===== src/rtl/pair_feed_ctrl.sv =====
`default_nettype none
// ============================================================================
// pair_feed_ctrl: pairs operand words as A/B for an AND/OR unit, waits a
// settle time, captures the results and returns them over a result stream.
// Revision: 1.0
// ============================================================================
module pair_feed_ctrl #(
  parameter int WIDTH  = 5,
  parameter int SETTLE = 1
) (
  input  logic             clk,
  input  logic             rst_n,
  input  logic             s_valid_i,
  output logic             s_ready_o,
  input  logic [WIDTH-1:0] s_data_i,
  output logic [WIDTH-1:0] op_a_o,
  output logic [WIDTH-1:0] op_b_o,
  input  logic [WIDTH-1:0] res_and_i,
  input  logic [WIDTH-1:0] res_or_i,
  output logic             m_valid_o,
  input  logic             m_ready_i,
  output logic [WIDTH-1:0] m_and_o,
  output logic [WIDTH-1:0] m_or_o,
  output logic             busy_o,
  output logic             err_o,
  output logic [7:0]       pair_cnt_o
);

  typedef enum logic [1:0] {
    S_GET_A  = 2'd0,
    S_GET_B  = 2'd1,
    S_WAIT   = 2'd2,
    S_RESULT = 2'd3
  } state_t;

  state_t           state_q, state_d;
  logic [3:0]       cnt_q, cnt_d;
  logic [WIDTH-1:0] op_a_q, op_a_d;
  logic [WIDTH-1:0] op_b_q, op_b_d;
  logic [WIDTH-1:0] m_and_q, m_and_d;
  logic [WIDTH-1:0] m_or_q, m_or_d;
  logic             m_valid_q, m_valid_d;
  logic             busy_q, busy_d;
  logic             err_q, err_d;
  logic [7:0]       pair_cnt_q, pair_cnt_d;

  always_comb begin
    state_d    = state_q;
    cnt_d      = cnt_q;
    op_a_d     = op_a_q;
    op_b_d     = op_b_q;
    m_and_d    = m_and_q;
    m_or_d     = m_or_q;
    m_valid_d  = m_valid_q;
    err_d      = err_q;
    pair_cnt_d = pair_cnt_q;
    case (state_q)
      S_GET_A: begin
        if (s_valid_i) begin
          op_a_d  = s_data_i;
          state_d = S_GET_B;
        end
      end
      S_GET_B: begin
        if (s_valid_i) begin
          op_b_d  = s_data_i;
          cnt_d   = 4'(SETTLE);
          state_d = S_WAIT;
        end
      end
      S_WAIT: begin
        if (cnt_q != 4'd0) begin
          cnt_d = cnt_q - 4'd1;
        end else begin
          m_and_d   = res_and_i;
          m_or_d    = res_or_i;
          m_valid_d = 1'b1;
          // An AND bit without the matching OR bit means the unit is broken.
          if ((res_and_i & ~res_or_i) != '0) err_d = 1'b1;
          state_d   = S_RESULT;
        end
      end
      S_RESULT: begin
        if (m_ready_i) begin
          m_valid_d  = 1'b0;
          pair_cnt_d = pair_cnt_q + 8'd1;
          state_d    = S_GET_A;
        end
      end
      default: state_d = S_GET_A;
    endcase
    busy_d = (state_d != S_GET_A);
  end

  always_ff @(posedge clk or negedge rst_n) begin
    if (!rst_n) begin
      state_q    <= S_GET_A;
      cnt_q      <= 4'd0;
      op_a_q     <= '0;
      op_b_q     <= '0;
      m_and_q    <= '0;
      m_or_q     <= '0;
      m_valid_q  <= 1'b0;
      busy_q     <= 1'b0;
      err_q      <= 1'b0;
      pair_cnt_q <= 8'd0;
    end else begin
      state_q    <= state_d;
      cnt_q      <= cnt_d;
      op_a_q     <= op_a_d;
      op_b_q     <= op_b_d;
      m_and_q    <= m_and_d;
      m_or_q     <= m_or_d;
      m_valid_q  <= m_valid_d;
      busy_q     <= busy_d;
      err_q      <= err_d;
      pair_cnt_q <= pair_cnt_d;
    end
  end

  assign s_ready_o  = (state_q == S_GET_A) || (state_q == S_GET_B);
  assign op_a_o     = op_a_q;
  assign op_b_o     = op_b_q;
  assign m_and_o    = m_and_q;
  assign m_or_o     = m_or_q;
  assign m_valid_o  = m_valid_q;
  assign busy_o     = busy_q;
  assign err_o      = err_q;
  assign pair_cnt_o = pair_cnt_q;

endmodule
`default_nettype wire


===== config.mk =====
export PLATFORM = sky130hd
export DESIGN_NAME = pair_feed_ctrl
export DESIGN_NICKNAME = d
export VERILOG_FILES = /design/src/rtl/pair_feed_ctrl.sv
export SDC_FILE = /design/constraint.sdc
export NUM_CORES = 1
export LEC_CHECK = 0
export CAP_MARGIN = 40
export CORE_MARGIN = 2
export CORE_UTILIZATION = 31
export DETAILED_ROUTE_END_ITERATION = 16
export GPL_TIMING_DRIVEN = 0
export HOLD_SLACK_MARGIN = 0.06
export PLACE_DENSITY = 0.67
export SETUP_SLACK_MARGIN = 0.5
export SLEW_MARGIN = 20
export SYNTH_ARGS = -nofsm -noshare
export SYNTH_HDL_FRONTEND = slang
export SYNTH_SLANG_ARGS = --single-unit

===== constraint.sdc =====
create_clock -name clk -period 2.35 [get_ports clk]
set_input_delay 0.3525 -clock clk [delete_from_list [all_inputs] [get_ports clk]]
set_output_delay 0.3525 -clock clk [all_outputs]
set_load 0.01 [all_outputs]

==> results.json, run 1 <==
{
  "status": "finished, final reports clean",
  "path_clk_slew_ps": 70,
  "worst_slew_pin_slew_ps": 559,
  "start_kind": "flip-flop",
  "grt_pass1_vias": 1155,
  "maxSlewViolCount": 0,
  "slowest_stage": "dfrtp_1",
  "leakage_nw": 1.03,
  "muxShareOfSynthArea_pct": 10.7,
  "clockBufferDepth": 2,
  "num_vias": 1116,
  "post-route-util_pct": 47.3,
  "ant_nets": 0,
  "synth_area_um2": 1580,
  "numCtsBuffers": 5,
  "grt-ovfl-total": 0,
  "path_cells": "inv_1 > ha_1 > nor3b_4 > nand3b_4 > buf_6 > mux2_4",
  "dp_hpwl_um": 2290,
  "power_density_nw_per_um2": 1220,
  "wl_met2_um": 1430,
  "worst_ep_required_time_ps": 2530,
  "maxSlewHeadroom_pct": 62.6,
  "crit_fanout": 10,
  "min_path_type": "flip-flop to flip-flop",
  "die_area_um2": 5680,
  "crit_type": "flip-flop to flip-flop",
  "synth-seq-cells": 37,
  "start_util_pct": 32.8,
  "syn-instance-count": 136,
  "syn_avg_cell_area_um2": 11.6,
  "maxCapViolCount": 0,
  "finalHoldViolations": 0,
  "netlist_top_cells_area": "dfrtp_1 59%, mux2_2 7.8%, nand2_1 7.1%",
  "period_needed_ps": 1640,
  "clk_latency_ps": 290,
  "maxUsedRoutingLayer": "met4",
  "ys.flop_type": "dfrtp_1",
  "place.gp.congestion": 0.678,
  "power_mw": 2.78,
  "antenna_cells": 0,
  "htree_levels": 2,
  "cts_setup_buffers": 0,
  "synth.yosys.seq_area_share_pct": 58.6,
  "drtIter0Drc": 43,
  "synthArstFlopShare_pct": 100,
  "via_per_inst": 4.26,
  "synth_top_area_share_pct": 58.6,
  "rsz0062_at_grt": "false",
  "wl_per_cell_um": 11.9,
  "max_freq_mhz": 611,
  "clkSinkCount": 37,
  "cts_tree": "done",
  "port_buffers": 50,
  "dr_wl_met3_um": 157,
  "route.detailed.drc": 0,
  "vdd_drop_max_v": 0.000505,
  "synth_nets": 158,
  "postRouteWirelength_um": 3120,
  "end_kind": "flip-flop",
  "synthToLayoutAreaGrowth_pct": 44.2,
  "nets": 217,
  "grt_max_degree": 25,
  "fp.dieW_um": 75.4,
  "synth-compound-area-share_pct": 3.41,
  "grt_usage_pct": 12.2,
  "synth-simple-area-share_pct": 17.0,
  "min_period_over_period_pct": 69.7,
  "crit_buf_inv": 2,
  "drive_gt1_share_pct": 14.4,
  "synth_top_family_by_area": "simple AND/OR/NAND/NOR gates",
  "synth-xor-area-share_pct": 4.44,
  "ios": 51,
  "ys_warn_count": 0,
  "antenna_found_initial": 0,
  "fin_skew_ps": 6.97,
  "setup_viol": 0,
  "synth_cell_types": 28,
  "arrival_ps": 1810,
  "core_region_area_um2": 4820,
  "cts-root-buf": "clkbuf_8",
  "synth-edff-count": 0,
  "drt-met1-wl_um": 1500,
  "firstDrtPassIters": 4,
  "synth_fa_ha_area_share_pct": 2.38,
  "synth_top_area_cell": "dfrtp_1",
  "cpPeakStageDelay_ps": 410,
  "path_delay_family": "simple AND/OR/NAND/NOR gates",
  "grt_pass1_wl_um": 5190,
  "num_rows": 25,
  "die-height_um": 75.4
}
[per-layer routing]
layer | GRT usage (%) | vias up
li1 | - | 564
met1 | 16.6 | 516
met2 | 18.6 | 29
met3 | 3.97 | 7
met4 | 4.09 | 0
met5 | 0 | -
[power breakdown]
part	internal, mW	switching, mW	leakage [nW]	total, mW
combinational	0.719	0.517	0.538	1.24
clock	0.232	0.216	0.0433	0.448
sequential	0.917	0.178	0.450	1.09
[flip-flops by register name, indices dropped and copies added (netlist names)]
signal	cells
pair_cnt_o	8
op_b_o	5
m_valid_o	1
busy_o	1
cnt_q	4
m_and_o	5
m_or_o	5
state_q	2
err_o	1
op_a_o	5
[kinds of logic after synthesis]
| family | after synthesis |
|---|---|
| simple gates | 53 |
| fa+ha+maj | 3 |
| mux | 15 |
| flops | 37 |
| compound gates | 9 |
| buf+inv | 11 |
| xor+xnor | 8 |
[final timing paths]
check                                          start                   endpoint  slack [ps]  depth (start not counted)
max in group asynchronous                      rst_n     m_and_o[0]$_DFFE_PN0P_        1400                          3
max                             cnt_q[0]$_DFFE_PN0P_      m_or_o[4]$_DFFE_PN0P_         710                          6
min in group asynchronous                      rst_n      op_b_o[0]$_DFFE_PN0P_         510                          2
min                        pair_cnt_o[7]$_DFFE_PN0P_  pair_cnt_o[7]$_DFFE_PN0P_         470                          1
min reg2reg                pair_cnt_o[7]$_DFFE_PN0P_  pair_cnt_o[7]$_DFFE_PN0P_         470                          1
max reg2reg                     cnt_q[0]$_DFFE_PN0P_      m_or_o[4]$_DFFE_PN0P_         710                          6
[cells in the final DEF (no fill, tap or decap), types with 2 or more instances in the layout]
master,instances
buf_2,2
mux2i_1,3
nand2_1,30
mux2_2,11
nand3_1,5
dfrtp_1,37
clkbuf_8,6
and3_1,2
o21ai_0,3
nor3_1,4
ha_1,3
clkdlybuf4s50_1,48
o22ai_1,2
nand4_1,2
a21oi_1,2
xnor2_1,7
nor2_1,5
inv_1,7
[through the flow]
step	TNS [ps]	cells	setup slack, ps	cell area (um^2)	hold slack (ps)
final	0	262	713	2280	467
after global routing	0	262	613	2280	492
after CTS	0	262	693	2280	477
after detailed placement	0	254	399	2180	277
after global placement	-220	253	-7.18	2160	460
after floorplan	0	136	820	1580	56.9
[cell type report]
class	instances	area, um^2
buffer	4	27.5
clock buffer	6	82.6
timing repair buffer	52	524
sequential	37	926
fill	481	2540
tap	67	83.8
multi-input combinational	88	599
clock inverter	1	7.51
inverter	7	26.3
[synthesized netlist by cell type, types with 3 or more instances]
master   number
mux2_2       11
nor2_1        5
xnor2_1       7
inv_1         7
ha_1          3
o21ai_0       3
dfrtp_1      37
nor3_1        4
nand2_1      30
nand3_1       5
mux2i_1       3
[what timing repair did]
action / in CTS / in global routing
endpoints found under the setup margin: 1 / 0
gates resized for setup: 1 / 0
hold buffers: 1 / 0
hold endpoints to repair: 13 / 0
Note: power is estimated with default switching activity, not from simulation.
==> run 2: changes to the inputs <==
Settings changed: PLACE_DENSITY 0.67 to 0.69.
Clock period 2.35 ns to 1.3 ns, I/O delays scaled along.
==> results.json, run 2 (synthesis results as in run 1) <==
{
  "status": "finished with violations",
  "violations": "hold timing, setup timing",
  "layout_commonest_cell": "dfrtp_1",
  "setup_ws_ps": -188,
  "fillers": 430,
  "numCtsBuffers": 5,
  "reg2reg_slack_ps": -190,
  "max_freq_mhz": 672,
  "period_needed_ps": 1490,
  "power_density_nw_per_um2": 2230,
  "maxSlewViolCount": 0,
  "grt_usage_pct": 15.2,
  "drtIter0Drc": 22,
  "fp.dieW_um": 75.4,
  "dp_hpwl_um": 2400,
  "cts-root-buf": "clkbuf_8",
  "firstDrtPassIters": 3,
  "r2r_cells": 6,
  "maxCapViolCount": 0,
  "finalHoldViolations": 12,
  "antenna_found_initial": 0,
  "via_per_inst": 4.34,
  "grt_max_degree": 26,
  "setup_viol": 22,
  "fin_skew_ps": 4.39,
  "crit_fanout": 4,
  "rsz0062_at_grt": "true",
  "arrival_ps": 1660,
  "clk_latency_ps": 290,
  "largest_reg_flops": 8,
  "grt_pass1_wl_um": 6500,
  "postRouteWirelength_um": 3820,
  "leakage_nw": 1.36,
  "worst_ep_required_time_ps": 1470,
  "num_vias": 1301,
  "antenna_cells": 0,
  "path_clk_slew_ps": 70,
  "ant_nets": 0,
  "clkSinkCount": 37,
  "stdcell_area_um2": 2730,
  "min_period_over_period_pct": 114,
  "vdd_drop_max_v": 0.00105,
  "cts_tree": "done",
  "htree_levels": 2,
  "port_buffers": 50,
  "start_util_pct": 32.8,
  "seq_area_um2": 927,
  "wl_per_cell_um": 12.7,
  "synthToLayoutAreaGrowth_pct": 73.1,
  "placed_cell_area_um2": 2300,
  "start_kind": "flip-flop",
  "end_kind": "flip-flop",
  "die-height_um": 75.4,
  "core_region_area_um2": 4820,
  "die_area_um2": 5680,
  "maxSlewHeadroom_pct": 75.9,
  "timing.rr.end": "m_or_o[4]$_DFFE_PN0P_",
  "ios": 51,
  "place.gp.congestion": 0.719,
  "multiInputGateArea_um2": 790,
  "mostFrequentLayoutCells": "36 x dfrtp_1, 27 x buf_4, 24 x nand2_1, 24 x buf_2, 22 x buf_6",
  "grt-ovfl-total": 0,
  "drive_gt1_share_pct": 54.9,
  "min_path_type": "primary input to asynchronous set/reset pin",
  "r2r-start": "cnt_q[0]$_DFFE_PN0P_",
  "num_rows": 25,
  "nets": 255,
  "grt_pass1_vias": 1396,
  "whs_ps": -199,
  "pre_cts_slack_ps": -503,
  "route.detailed.drc": 0,
  "worst_slew_pin_slew_ps": 362,
  "clockBufferDepth": 2,
  "crit_type": "flip-flop to flip-flop",
  "finalSetupTns_ps": -2570
}
## run 2: worst max path at each step
stage	start	to	slack, ps	cells past startpoint
6_report	cnt_q[0]$_DFFE_PN0P_	m_or_o[4]$_DFFE_PN0P_	-190	6
5_1_grt	cnt_q[0]$_DFFE_PN0P_	m_or_o[4]$_DFFE_PN0P_	-240	6
4_1_cts	cnt_q[0]$_DFFE_PN0P_	m_or_o[4]$_DFFE_PN0P_	-190	6
3_5_place_dp	s_valid_i	op_a_o[0]$_DFFE_PN0P_	-500	3
3_3_place_gp	rst_n	pair_cnt_o[7]$_DFFE_PN0P_	-880	1
2_1_floorplan	cnt_q[0]$_DFFE_PN0P_	m_or_o[4]$_DFFE_PN0P_	-230	6
## run 2: what timing repair did
action                                  4_1_cts  5_1_grt
hold endpoints to repair                     12       12
setup buffers                                32        7
pin swaps                                    23       13
gates resized for setup                     155       20
endpoints found under the setup margin       69       69
## run 2: power by group
| group | total, mW | switching [mW] | internal, mW |
|---|---|---|---|
| Clock | 0.801 | 0.381 | 0.420 |
| Combinational | 3.33 | 1.42 | 1.91 |
| Sequential | 1.96 | 0.299 | 1.66 |
## run 2: area by class of cell
cell class                 count  share of cell area (%)
tap                           67                    3.07
clock buffer                   7                    3.16
sequential                    37                    33.9
multi-input combinational     88                    28.9
buffer                         4                    1.78
timing repair buffer          90                    28.0
inverter                       7                    1.24
## run 2: metrics by stage
stage | hold WS (ps) | cells | total power, mW | util, %
finish | -199 | 300 | 6.10 | 56.8
global placement | 453 | 253 | 4.49 | 47.5
detailed placement | 118 | 254 | 4.54 | 47.8
global route | -187 | 300 | 6.51 | 56.8
floorplan | -101 | 136 | 3.38 | -
CTS | -194 | 293 | 5.74 | 53.7
## run 2: critical path: stages (launching register included)
cell and delay, ps:
dfrtp_1 390, inv_2 80, ha_4 120, nor3b_4 230, nand3b_4 120, buf_6 140
mux2_4 280
## run 2: routing by layer
metal	share of wire [%]	vias to the layer above	track usage, %
met5	0	-	0
met4	1.3	0	5.26
met3	4.1	5	4.50
met2	50	25	24.4
met1	45	626	19.7
li1	-	645	-
